`config.mk`:
```
export PLATFORM = sky130hd
export DESIGN_NAME = mod_counter
export DESIGN_NICKNAME = d
export VERILOG_FILES = /design/src/rtl/mod_counter.sv
export SDC_FILE = /design/constraint.sdc
export NUM_CORES = 1
export LEC_CHECK = 0
export CAP_MARGIN = 20
export CORE_MARGIN = 1
export CORE_UTILIZATION = 47
export CTS_BUF_LIST = sky130_fd_sc_hd__clkbuf_2 sky130_fd_sc_hd__clkbuf_4 sky130_fd_sc_hd__clkbuf_8
export DETAILED_ROUTE_END_ITERATION = 10
export PLACE_DENSITY_LB_ADDON = 0.05
export SLEW_MARGIN = 30
export SYNTH_ARGS = -nofsm -noshare
export SYNTH_HDL_FRONTEND = slang
export SYNTH_SLANG_ARGS = --single-unit
```
`constraint.sdc`:
```
create_clock -name clk -period 1.87 [get_ports clk]
set_input_delay 0.561 -clock clk [delete_from_list [all_inputs] [get_ports clk]]
set_output_delay 0.561 -clock clk [all_outputs]
set_load 0.02 [all_outputs]
```
`src/rtl/mod_counter.sv`:
```
// Modulo up/down counter with wrap/saturate modes, terminal-count pulse and sticky overflow.
// Optional enabled-cycle prescaler is built only when MOD_COUNTER_PRESCALE_EN is defined.
module mod_counter #(
  parameter int unsigned WIDTH    = 32'd12,
  parameter int unsigned MAX_VAL  = 32'd4095,
  parameter int unsigned PRESCALE = 32'd1
) (
  input  logic             clk,
  input  logic             reset,
  input  logic             en,
  input  logic             up,
  input  logic             sat,
  input  logic             clear,
  input  logic             load,
  input  logic [WIDTH-1:0] load_val,
  output logic [WIDTH-1:0] count,
  output logic             tc,
  output logic             ovf
);

  localparam logic [WIDTH-1:0] MAX_C = WIDTH'(MAX_VAL);
  localparam logic [WIDTH-1:0] ONE_C = WIDTH'(32'd1);

  logic [WIDTH-1:0] count_q, count_d;
  logic             tc_q, tc_d;
  logic             ovf_q, ovf_d;
  logic             step_s;

`ifdef MOD_COUNTER_PRESCALE_EN
  localparam int unsigned   PW      = (PRESCALE > 32'd1) ? $clog2(PRESCALE) : 32'd1;
  localparam logic [PW-1:0] PS_LAST = PW'(PRESCALE - 32'd1);

  logic [PW-1:0] presc_q, presc_d;

  assign step_s = en && (presc_q == PS_LAST);

  // Prescaler phase: frozen while disabled, restarted by clear or load
  always_comb begin
    presc_d = presc_q;
    if (clear || load) begin
      presc_d = '0;
    end else if (!en) begin
      presc_d = presc_q;
    end else if (presc_q == PS_LAST) begin
      presc_d = '0;
    end else begin
      presc_d = presc_q + PW'(32'd1);
    end
  end

  // Prescaler phase register
  always_ff @(posedge clk or negedge reset) begin
    if (!reset) begin
      presc_q <= '0;
    end else begin
      presc_q <= presc_d;
    end
  end
`else
  // PRESCALE has no effect in this build
  logic unused_prescale_s;
  assign unused_prescale_s = (PRESCALE != 32'd0);
  assign step_s            = en;
`endif

  // Next count, terminal pulse and overflow: clear > load > step > hold
  always_comb begin
    count_d = count_q;
    tc_d    = 1'b0;
    ovf_d   = ovf_q;
    if (clear) begin
      count_d = '0;
      ovf_d   = 1'b0;
    end else if (load) begin
      count_d = (load_val > MAX_C) ? MAX_C : load_val;
    end else if (step_s) begin
      if (up) begin
        if (count_q < MAX_C) begin
          count_d = count_q + ONE_C;
          tc_d    = sat && (count_q == MAX_C - ONE_C);
        end else begin
          ovf_d = 1'b1;
          if (sat) begin
            count_d = count_q;
          end else begin
            count_d = '0;
            tc_d    = 1'b1;
          end
        end
      end else begin
        if (count_q != '0) begin
          count_d = count_q - ONE_C;
          tc_d    = sat && (count_q == ONE_C);
        end else begin
          ovf_d = 1'b1;
          if (sat) begin
            count_d = count_q;
          end else begin
            count_d = MAX_C;
            tc_d    = 1'b1;
          end
        end
      end
    end else begin
      count_d = count_q;
    end
  end

  // Output registers
  always_ff @(posedge clk or negedge reset) begin
    if (!reset) begin
      count_q <= '0;
      tc_q    <= 1'b0;
      ovf_q   <= 1'b0;
    end else begin
      count_q <= count_d;
      tc_q    <= tc_d;
      ovf_q   <= ovf_d;
    end
  end

  assign count = count_q;
  assign tc    = tc_q;
  assign ovf   = ovf_q;

endmodule

```
==> results.ini <==
[timing]
tightest_slew_ns = 0.493
setup_slack_ns = -0.110
rsz0062_at_grt = yes
fin_setup_tns_ns = -0.201
slew_violations = 0
slew_headroom = 0.668
setup_viol = 7
max_freq_mhz = 505
finClkSkew_ns = 0.00156
finalCriticalPeriod_ns = 1.98
hold_viol_final = 0
period_share = 1.06

[synthesis]
syn_area_mm2 = 0.00146
avgSynthCellArea_um2 = 7.95
synth-async-reset-ratio = 1.00
ys_ff_latch = 14
ys_warn_count = 0
syn-num-nets = 208
ys_types = 59
seq_area_frac_synth = 0.240
synth_edf_count = 0
synthCells = 184
synth-main-ff-cell = dfrtp_1

[status]
violations = DRC, setup timing
status = finished, violations left

[setup_path]
worst_ep_required_time_ns = 2.11
critPathLaunchType = input port
crit_path_end_kind = register
r2r_slack_ns = -0.09
cp_max_fo = 5
crit_arrival_ns = 2.22
criticalPathCategory = in -> reg

[floorplanning]
ios = 33
die-width_um = 57.8
fp-row-count = 19
die_h_um = 57.8
core_mm2 = 0.00285
die-area_mm2 = 0.00334
floorplan.initialDensity = 0.513

[routing]
wl_met1_mm = 2.21
post_drt_wl_per_cell_um = 20.5
vias = 1952
highest_layer = met4
met3_length_um = 604
met2WireLength_mm = 2.85
drcViolationCount = 2
ant_nets = 0
drt_iter0_drc = 155
routed_wl_mm = 6.02
drt-pass1-iter-count = 8
viasPerCell = 6.64

[global_routing]
grt_overflow = 0
grt_first_pass_wirelength_mm = 9.09
grt_pass1_vias = 1907
track_usage = 0.357
grt_max_degree = 15
antenna_found_initial = 0

[layout]
nets = 288
final_cell_mix = buf_4, clkdlybuf4s50_1, nor2_1
area_delta_synth_final_pct = 61.4
drive_above_1_share = 0.384
final_common_cell = buf_4
postLayoutCellArea_mm2 = 0.00236
diodes = 0

[clocking]
cts_buffer_depth = 2
clk_latency_ns = 0.29
clk_pin_slew_ns = 0.10
numCtsBuffers = 3
cts_sinks = 14
cts_tree = yes
htreeDepth = 1
clockRootBuffer = clkbuf_4

[placed_design]
dpl_cell_area_mm2 = 0.00214
post-place-ws_ns = -0.465
gp_congestion = 0.982
numPortBuffers = 32
hpwl_mm = 3.88

[power]
p_leak_uw = 0.00100
power_density_mw_per_mm2 = 553
ir_worst_vdd_mv = 0.373

[flow_run]
cap_violations = 0

[hold_path]
holdCritPathClass = reg -> reg

[cells by family after synthesis]
group	synth area share
AOI/OAI and AO/OA	0.309
xor gates and xnor gates	0.0299
adders and majority gates	0.0428
buffers and inverters	0.0701
DFF	0.240
and+or+nand+nor	0.309
[timing repair]
action	in CTS	in global routing
hold buffers	0	0
gates resized for setup	27	19
endpoints found under the hold margin	0	0
cloned	0	0
endpoints found under the setup margin	25	13
buffers inserted	3	5
pin swaps	5	16
[final cells by class]
| cell class | instances | area, µm² |
|---|---|---|
| multi-input cells | 150 | 1170 |
| flip-flops and latches | 14 | 359 |
| well taps | 31 | 38.8 |
| inverters | 6 | 22.5 |
| clock buffers | 4 | 30.0 |
| repair buffers | 89 | 741 |
| fillers | 176 | 492 |
[cells in the mapped netlist (3+ instances only)]
master / instances / area, µm²
nand2_1: 16 / 60.1
nor2_1: 16 / 60.1
dfrtp_1: 14 / 350
nand3_1: 13 / 65.1
a21oi_1: 11 / 55.1
nor3_1: 7 / 35.0
o21ai_0: 7 / 35.0
inv_1: 6 / 22.5
ha_1: 5 / 62.6
a31oi_1: 4 / 25.0
and4_1: 4 / 35.0
buf_4: 4 / 30.0
clkbuf_1: 4 / 15.0
nand4_1: 4 / 25.0
nor2b_1: 4 / 25.0
o21ai_1: 4 / 20.0
a211o_1: 3 / 26.3
a32oi_1: 3 / 26.3
buf_2: 3 / 15.0
nor3b_1: 3 / 22.5
xor2_1: 3 / 26.3
[routing by layer]
layer,vias up,global-route usage
met2,143,0.588
met5,-,0
li1,866,-
met1,896,0.455
met3,47,0.0446
met4,0,0.197
[where the power goes]
part           internal (µW)  switching, µW  leakage [µW]
clock                   97.6            123     0.0000184
sequential               333           61.9      0.000174
combinational            325            365      0.000811
total                    755            550       0.00100
[state kept, by name, indices dropped and copies added, names as in the netlist]
signal,flops
tc,1
ovf,1
count,12
[through the flow]
step	power [µW]	util	instances	hold WS, ns
2_1_floorplan	713	-	184	0.265
3_5_place_dp	1010	0.750	282	0.494
3_3_place_gp	990	0.750	282	0.490
5_1_grt	1370	0.828	294	0.575
6_report	1310	0.828	294	0.510
4_1_cts	1220	0.777	289	0.518
[worst paths after layout]
kind                             end  startpoint  cells past startpoint
hold reg to reg                  ovf         ovf                      2
hold / removal                   ovf         ovf                      2
min in group asynchronous   count[8]       reset                      2
max in group asynchronous  count[11]       reset                      2
setup reg to reg            count[5]    count[1]                      7
setup / recovery            count[5]         sat                      6
[worst max-delay path: stages]
cell and delay, ns:
clkdlybuf4s50_1 0.44, nor3b_2 0.20, a41o_1 0.29, a21o_4 0.23, a2111oi_4 0.34, a221o_1 0.16
Note: power is estimated with default switching activity, not from simulation.
==> variant (same settings) <==
Put one more register stage on the output `count`, without a reset. The value now appears one clock later. The other outputs are not delayed to match.
--- a/src/rtl/mod_counter.sv
+++ b/src/rtl/mod_counter.sv
@@ -121,3 +121,5 @@
 
-  assign count = count_q;
+  always_ff @(posedge clk) begin
+    count <= count_q;
+  end
   assign tc    = tc_q;
Check against the original RTL: not equivalent (Yosys sat finds a counterexample within 4 cycles, from zero or initial values and one cycle with reset low).
==> variant against the original RTL <==
- the run ends with setup timing left
- setup slack lost 0.047 ns
- area after synthesis rose by 7.0%
- combinational power rose by 7.5%
- final area is 9.2% higher
- utilization rose by 0.34 points
- routed wire length fell by 13%
- largest cell class unchanged
- clock power grew 84%
- sequential cell count up 12
- power grew 39%
- largest power group unchanged
- critical endpoint is now count_q[9]
==> variant: results (changes against the original RTL) <==
Pwr
The leakage dissipation is 1.11 nW (+11%). The maximum resistive drop on vdd came to 0.435 mV (+17%).

Placement
The detailed placement HPWL is 3.48 mm (-10%). The final estimated routing congestion in global placement came to 0.890 (-9.3%). The setup slack at placement is -0.401 ns (+0.0639 ns). The instance area at placement is 2220 µm² (+3.7%).

Min path
In this run the most critical hold path is launched from count_q[0]. The number of stages on the worst hold path is 0 (-2). For hold timing, the worst endpoint is count[0].

Detailed routing
The detailed-routing iteration count for the pre-antenna-repair pass came to 6 (-2). The wire length per cell after detailed routing is 17.2 µm (-16%). The number of violations reported at the end of detailed-routing iteration 0 was 150 (-3.2%).

Setup path
The startpoint of the worst-slack reg-to-reg timing path is count_q[4]. The worst-path maximum fanout is 3 (-2). The endpoint of the worst register-to-register path is count_q[9]. The cell with the biggest individual delay on the critical path is sky130_fd_sc_hd__or4_4. The data arrival time of the critical path is 2.27 ns (+0.05 ns).

The length in cells of the worst reg-to-reg path came to 6 (-1). Among cell families on the critical path, the largest total delay comes from simple AND/OR/NAND/NOR gates. The highest cell delay on the worst timing path is 0.56 ns (+0.12 ns).

Timing
The final setup skew is 0.00563 ns (+0.00407 ns). The count of final setup violators came to 12 (+5). The worst hold margin came to 0.494 ns (-0.0163 ns). The post-layout worst setup margin is -0.157 ns (-0.0471 ns).

Synth
The number of distinct library cell variants in the gate-level netlist after synthesis came to 50 (-15%). By count the netlist is led by sky130_fd_sc_hd__nor2_1 (19), sky130_fd_sc_hd__a21oi_1 (15), sky130_fd_sc_hd__dfrtp_1 (14). The sequential area share after synthesis is 0.377 (+0.138). The fraction of post-synthesis cell area in the top cell type by area came to 0.224 (-0.0157).

The share of flip-flops with an asynchronous set or reset is 0.538 (-0.462). Sorting the synthesized cells by area gives the leading types as sky130_fd_sc_hd__dfrtp_1 (22%), sky130_fd_sc_hd__dfxtp_1 (15%), sky130_fd_sc_hd__a21oi_1 (4.8%).

Status
The flow ran to the end, but the final reports show violations. The checks that failed: setup timing.

Clocking
The later-pin clock latency in the skew report is 0.34 ns (+0.05 ns). The CTS clock-pin slew for the worst setup and hold paths is 0.15 ns (+0.05 ns).

Global routing
The first-pass GRT wire length is 7.60 mm (-16%). The pin count of the biggest net entering global routing is 18 (+3). The via count of the first global-routing pass came to 1676 (-12%).

The combined global-route utilization of all metal layers was 0.291 (-0.0658).

Finish
The share of final-layout standard cells stronger than drive strength 1 came to 0.366 (-0.0176). The final-layout fill cell count is 205 (+16%).
[variant: cell types whose count changed in the layout (fill, tap and decap cells not counted), moves of 5 or more]
cell                              delta
sky130_fd_sc_hd__dlygate4sd2_1      -14
sky130_fd_sc_hd__dfxtp_1            +12
sky130_fd_sc_hd__clkdlybuf4s50_1     +8
sky130_fd_sc_hd__buf_4               -7
sky130_fd_sc_hd__buf_6               +6
sky130_fd_sc_hd__dlymetal6s2s_1      +6
sky130_fd_sc_hd__a21oi_1             +5
sky130_fd_sc_hd__nand3_1             -5
[variant: timing repair]
item,in CTS,in global routing
pin swaps,9,11
setup buffers,7,5
endpoints found under the hold margin,0,0
endpoints found under the setup margin,14,19
gates resized for setup,31,28
[variant: where the power goes]
group | internal [W] | switching [W]
logic | 0.000382 | 0.000361
clock network | 0.000217 | 0.000187
registers | 0.000619 | 0.0000517
[variant: routing by layer]
layer,global-route usage,wire length (µm),part of all wire
met4,0.120,179,0.034
met1,0.354,2200,0.42
met3,0.0455,282,0.054
met5,0,0,0
met2,0.508,2590,0.49
[variant: worst max-delay path by stage]
stage               start          end  slack, ns  depth (start not counted)
2_1_floorplan  count_q[5]   count_q[9]      -0.15                          7
3_3_place_gp           up  count_q[10]      -0.33                          7
3_5_place_dp           up   count_q[3]      -0.40                          8
4_1_cts        count_q[4]   count_q[9]      -0.12                          6
5_1_grt        count_q[4]   count_q[9]      -0.21                          6
6_report       count_q[4]   count_q[9]      -0.16                          6
[variant: worst register-to-register path: stages (launching register included)]
cell                      delay [ns]
sky130_fd_sc_hd__dfrtp_1        0.45
sky130_fd_sc_hd__or4_4          0.56
sky130_fd_sc_hd__or3_4          0.40
sky130_fd_sc_hd__nor2b_4        0.14
sky130_fd_sc_hd__o21a_1         0.16
sky130_fd_sc_hd__o21ai_1        0.13
sky130_fd_sc_hd__a31oi_1        0.09
[variant: layout make-up]
class	count	area (µm²)	area share
multi-input combinational	137	1050	0.407
timing repair buffer	89	803	0.311
inverter	6	22.5	0.00873
clock inverter	1	30.0	0.0116
sequential	26	597	0.231
clock buffer	3	22.5	0.00873
tap	44	55.1	0.0213
[variant: through the flow]
stage	TNS [ns]	cells
final	-0.774	306
after global routing	-1.61	306
after CTS	-0.440	301
after detailed placement	-4.72	290
after global placement	-3.60	290
after floorplan	-0.316	184
[variant: logic make-up after synthesis]
family,share of synthesized area
simple gates,0.237
compound gates,0.257
flops,0.377
buf+inv,0.0607
xor+xnor,0.0280
fa+ha+maj,0.0400
